## src/rtl/pause_dim_ctl.sv

```systemverilog
// Pause and screen-dim controller: merges user/external/OSD pause sources into one
// CPU pause (optionally vblank-aligned) and dims the RGB stream after a pause timeout.
module pause_dim_ctl #(
    parameter int RW            = 3,
    parameter int GW            = 3,
    parameter int BW            = 2,
    parameter int NREQ          = 1,
    parameter int TICKS_PER_SEC = 24000000,
    parameter int DIM_SECONDS   = 10,
    parameter int DIM_SHIFT     = 1,
    parameter bit ALIGN_VBLANK  = 1'b1
) (
    input  logic                  clk_sys,
    input  logic                  reset,
    input  logic                  user_button,
    input  logic [NREQ-1:0]       pause_request,
    input  logic [1:0]            options,
    input  logic                  OSD_STATUS,
    input  logic                  vblank,
    input  logic [RW-1:0]         r,
    input  logic [GW-1:0]         g,
    input  logic [BW-1:0]         b,
    output logic [RW+GW+BW-1:0]   rgb_out,
    output logic                  pause_cpu,
    output logic                  dim_active
);

    typedef enum logic [1:0] {RUN, PEND_PAUSE, PAUSED, PEND_RUN} state_e;

    localparam int            PW        = (TICKS_PER_SEC > 1) ? $clog2(TICKS_PER_SEC) : 1;
    localparam int            SW        = 8;
    localparam logic [PW-1:0] PRESC_MAX = PW'(TICKS_PER_SEC - 1);
    localparam logic [SW-1:0] SEC_MAX   = SW'(DIM_SECONDS);
    localparam bit            DIM_EN    = (DIM_SHIFT != 0);

    state_e                 state_q, state_d;
    logic                   btn_q, vblank_q, user_pause_q, want_q;
    logic                   user_pause_d, want_d, btn_rise, vblank_rise;
    logic [PW-1:0]          presc_q, presc_d;
    logic [SW-1:0]          sec_q, sec_d;
    logic                   dim_q, dim_d, paused_d;
    logic [RW+GW+BW-1:0]    rgb_q, rgb_d;

    // NOTE: every variable written in always_comb gets a default first, so no latch is inferred.
    always_comb begin
        btn_rise     = user_button & ~btn_q;
        vblank_rise  = vblank & ~vblank_q;
        user_pause_d = user_pause_q ^ btn_rise;
        want_d       = user_pause_d | (|pause_request) | (options[0] & OSD_STATUS);
    end

    // Next-state logic; the FSM acts on the registered want.
    always_comb begin
        state_d = state_q;
        unique case (state_q)
            RUN:        if (want_q)  state_d = ALIGN_VBLANK ? PEND_PAUSE : PAUSED;
            PEND_PAUSE: if (!want_q) state_d = RUN;
                        else if (vblank_rise) state_d = PAUSED;
            PAUSED:     if (!want_q) state_d = ALIGN_VBLANK ? PEND_RUN : RUN;
            PEND_RUN:   if (want_q)  state_d = PAUSED;
                        else if (vblank_rise) state_d = RUN;
            default:    state_d = RUN;
        endcase
    end

    // Output decode of the state register.
    always_comb begin
        pause_cpu = (state_q == PAUSED) || (state_q == PEND_RUN);
        paused_d  = (state_d == PAUSED) || (state_d == PEND_RUN);
    end

    // Dim timer and registered video path; dim is computed from next-state values so
    // dim_active and the dimmed pixels appear on the same cycle.
    always_comb begin
        presc_d = '0;
        sec_d   = '0;
        if (pause_cpu) begin
            if (presc_q == PRESC_MAX) begin
                sec_d = (sec_q == SEC_MAX) ? sec_q : sec_q + 1'b1;
            end else begin
                presc_d = presc_q + 1'b1;
                sec_d   = sec_q;
            end
        end
        dim_d = options[1] & paused_d & (sec_d == SEC_MAX) & DIM_EN;
        rgb_d = dim_d ? {r >> DIM_SHIFT, g >> DIM_SHIFT, b >> DIM_SHIFT} : {r, g, b};
    end

    // NOTE: sequential state uses non-blocking assignments only.
    always_ff @(posedge clk_sys) begin
        if (reset) begin
            // NOTE: button history loads the live button so one held through reset is not a new press.
            btn_q        <= user_button;
            vblank_q     <= 1'b0;
            user_pause_q <= 1'b0;
            want_q       <= 1'b0;
            state_q      <= RUN;
            presc_q      <= '0;
            sec_q        <= '0;
            dim_q        <= 1'b0;
            rgb_q        <= '0;
        end else begin
            btn_q        <= user_button;
            vblank_q     <= vblank;
            user_pause_q <= user_pause_d;
            want_q       <= want_d;
            state_q      <= state_d;
            presc_q      <= presc_d;
            sec_q        <= sec_d;
            dim_q        <= dim_d;
            rgb_q        <= rgb_d;
        end
    end

    assign dim_active = dim_q;
    assign rgb_out    = rgb_q;

endmodule

```

## config.mk

```make
export PLATFORM = sky130hd
export DESIGN_NAME = pause_dim_ctl
export DESIGN_NICKNAME = d
export VERILOG_FILES = /design/src/rtl/pause_dim_ctl.sv
export SDC_FILE = /design/constraint.sdc
export NUM_CORES = 1
export LEC_CHECK = 0
export BUFFER_PORTS_ARGS = -buffer_cell sky130_fd_sc_hd__buf_2
export CORE_ASPECT_RATIO = 0.75
export CORE_MARGIN = 5
export CORE_UTILIZATION = 30
export CTS_BUF_LIST = sky130_fd_sc_hd__clkbuf_2 sky130_fd_sc_hd__clkbuf_4 sky130_fd_sc_hd__clkbuf_8
export CTS_CLUSTER_DIAMETER = 120
export CTS_CLUSTER_SIZE = 16
export DETAILED_ROUTE_END_ITERATION = 7
export PLACE_DENSITY_LB_ADDON = 0.3
export RECOVER_POWER = 25
export SYNTH_ARGS = -nofsm -noshare
export SYNTH_HDL_FRONTEND = slang
export SYNTH_SLANG_ARGS = --single-unit
```

## constraint.sdc

```tcl
create_clock -name clk_sys -period 6.2 [get_ports clk_sys]
set_input_delay 0.31 -clock clk_sys [delete_from_list [all_inputs] [get_ports clk_sys]]
set_output_delay 0.31 -clock clk_sys [all_outputs]
set_load 0.02 [all_outputs]
```

==> summary.md <==
| Metric | Value |
|---|---|
| Status | `completed` |
| Hold_sp | `user_button` |
| Non-filler cells, final | `405` |
| Post-CTS Setup Inserts | `0` |
| Max Freq | `367.1 MHz` |
| GP Congestion | `0.8659` |
| Synth area leaders | `dfxtp_1, nor2_1, xnor2_1` |
| Root buf cell | `clkbuf_8` |
| Fill cell count | `867` |
| Final slew viol count | `0` |
| Pwr Total | `540.4 uW` |
| Initial Utilization | `31.05%` |
| Die area | `about 0.01 mm^2` |
| DR vias | `1,941` |
| EDFF count, synth | `0` |
| Arr. time, crit path | `between 2000 and 3000 ps` |
| Grt total ovfl | `0` |
| P&R area growth vs syn | `9.536%` |
| Initial drt markers | `82` |
| Syn. warnings | `0` |
| Worst Setup End Kind | `flop` |
| Worst VDD drop | `0.1114 mV` |
| Worst-Margin Slew | `roughly 850 ps` |
| Worst Hold Class | `input pin to flop` |
| Total CTS buffers | `5` |
| RSZ-0062 raised after global routing | `no` |
| Pre-antenna DRT Iters | `4` |
| Largest net degree at the start of global routing | `25` |
| Setup CP Type | `flop to flop` |
| Most used DFF post-synth | `dfxtp_1` |
| Die width | `~110 um` |
| Sink Count | `48` |
| Gate power share | `between 4 and 5%` |
| Worst-path maximum fanout | `11` |
| Total global-route track usage | `10.38%` |
| Clk_lat worst skew | `310 ps` |
| Finished Core Util | `34.01%` |
| Synth cell types | `54` |
| Rows | `28` |
| Dpl ws | `between 3000 and 4000 ps` |
| Power per cell area | `199.0 mW/mm^2` |
| Post-Synthesis Cells | `280` |
| Core area | `0.007988 mm^2` |
| Setup violators final | `0` |
| Synth cell count leaders | `dfxtp_1, nor2_1, nand2_1` |
| Die Ht | `88.74 um` |
| Port bufs | `25` |
| Post-synth top area share | `roughly 39%` |
| # diodes | `0` |
| WL/cell | `12.40 um` |
| Vias in the first global route | `1,784` |
| CTS tree | `built` |
| Placed insts | `397` |
| H-tree levels | `2` |
| Max clock buf depth | `2` |
| Post-DP HPWL | `~3.7 mm` |
| Leak Pwr | `0.8227 nW` |
| Worst reg2reg path startpoint | `sec_q[1]` |
| Placed Area | `0.002631 mm^2` |
| Vias per cell | `4.793` |
| Resize count post-CTS | `0` |
| Crit path launch type | `flop` |
| Nets | `318` |
| Ports | `26` |
| # hold bufs at CTS | `0` |
| Clock power share | `37.5%` |
| Final Hold Viols | `0` |
| Final Cell Area | `roughly 0.0027 mm^2` |
| Total Routed Length | `5.023 mm` |
| Initial antenna violation count | `0` |
| Sw frac | `a little under a quarter` |
| Post-route DRC | `0` |
| Fin crit share | `43.94%` |
| Clk pin slew, worst setup/hold paths | `100 ps` |
| Syn nets | `299` |
| Area of the mapped netlist | `0.002480 mm^2` |
| Internal | `415.2 uW` |
| Sw power | `125.3 uW` |
| FF+latch count, synth | `48` |
| Post-route ant nets | `0` |
| Final hold slack | `119.1 ps` |
| Max-cap violations | `0` |
| Tmin final | `approximately 2700 ps` |
| Layout cells sized above 1 | `15.33%` |
| Seq pwr share | `58.4%` |
| TNS Setup | `0 ps` |
| Register area share after synthesis | `38.75%` |
| Leading area contributor after synthesis | `dfxtp_1` |
| Critical Path Source | `sec_q[1]` |
| Relative slew slack | `a little over two fifths` |
| Worst endpoint required time | `about 6400 ps` |
| Syn_area_per_cell | `8.857 um^2` |
| Post-route setup slack | `3476 ps` |
| Clock Skews | `11.21 ps` |
| Global-route wire length before repair | `8.535 mm` |
| Async SR Flop Fraction | `0%` |
## power by group through the flow
stage | clock network (mW) | registers (mW) | logic (mW)
after floorplan | 0 | 0.326 | 0.0127
after global placement | 0 | 0.323 | 0.0231
after detailed placement | 0 | 0.323 | 0.0235
after CTS | 0.211 | 0.316 | 0.0236
after global routing | 0.225 | 0.317 | 0.0248
final | 0.202 | 0.316 | 0.0223
## flip-flops by register name, summed over array words and instances (netlist names)
signal / count
btn_q: 1
want_q: 1
presc_q: 25
state_q: 2
sec_q: 8
dim_active: 1
vblank_q: 1
user_pause_q: 1
rgb_out: 8
## metal layers
metal / GRT usage [%] / wire (um)
met1: 15.69 / 2732
met2: 14.29 / 1985
met3: 2.051 / 252
met4: 3.945 / 53
met5: 0 / 0
## cells in the final DEF (no fill, tap or decap), types with 9 or more instances in the layout
cell / count
nor2_1: 48
dfxtp_1: 48
nand2_1: 20
xnor2_1: 17
buf_2: 16
nand4_1: 12
nand3_1: 12
xor2_1: 12
nor3_1: 9
clkbuf_1: 9
## cell families (layout without fill, tap and decap cells)
family / after synthesis / count (layout) / synth area share [%]
multiplexers: 6 / 6 / 2.422
buffers and inverters: 18 / 38 / 4.995
adder cells (fa/ha/maj): 3 / 3 / 1.514
XOR/XNOR: 29 / 29 / 10.24
flip-flops: 48 / 48 / 38.75
AO/OA/AOI/OAI: 26 / 26 / 7.720
AND/OR/NAND/NOR: 150 / 150 / 34.36
## critical path, stage by stage, from the launching register on
cell and delay (ps):
dfxtp_1 530, ha_1 400, and3_1 230, nand3_1 140
o311ai_0 380, o211ai_2 210, nor4_4 510, mux2i_1 240
## worst paths after layout
check,to,slack (ps),cells after the start
worst max-delay path,rgb_out[5],3480,7
worst min-delay path,btn_q,120,1
worst max register to register,rgb_out[5],3480,7
worst min register to register,presc_q[0],450,1
## cell type report
cell class	instances	area, um^2	share of cell area (%)
multi-input cells	214	1395	51.36
well taps	105	131.4	4.836
flip-flops and latches	48	960.9	35.38
clock inverters	2	13.76	0.5067
inverters	5	18.77	0.6909
clock buffers	6	82.58	3.040
repair buffers	25	113.9	4.192
Power figures use the tool's default switching activity.
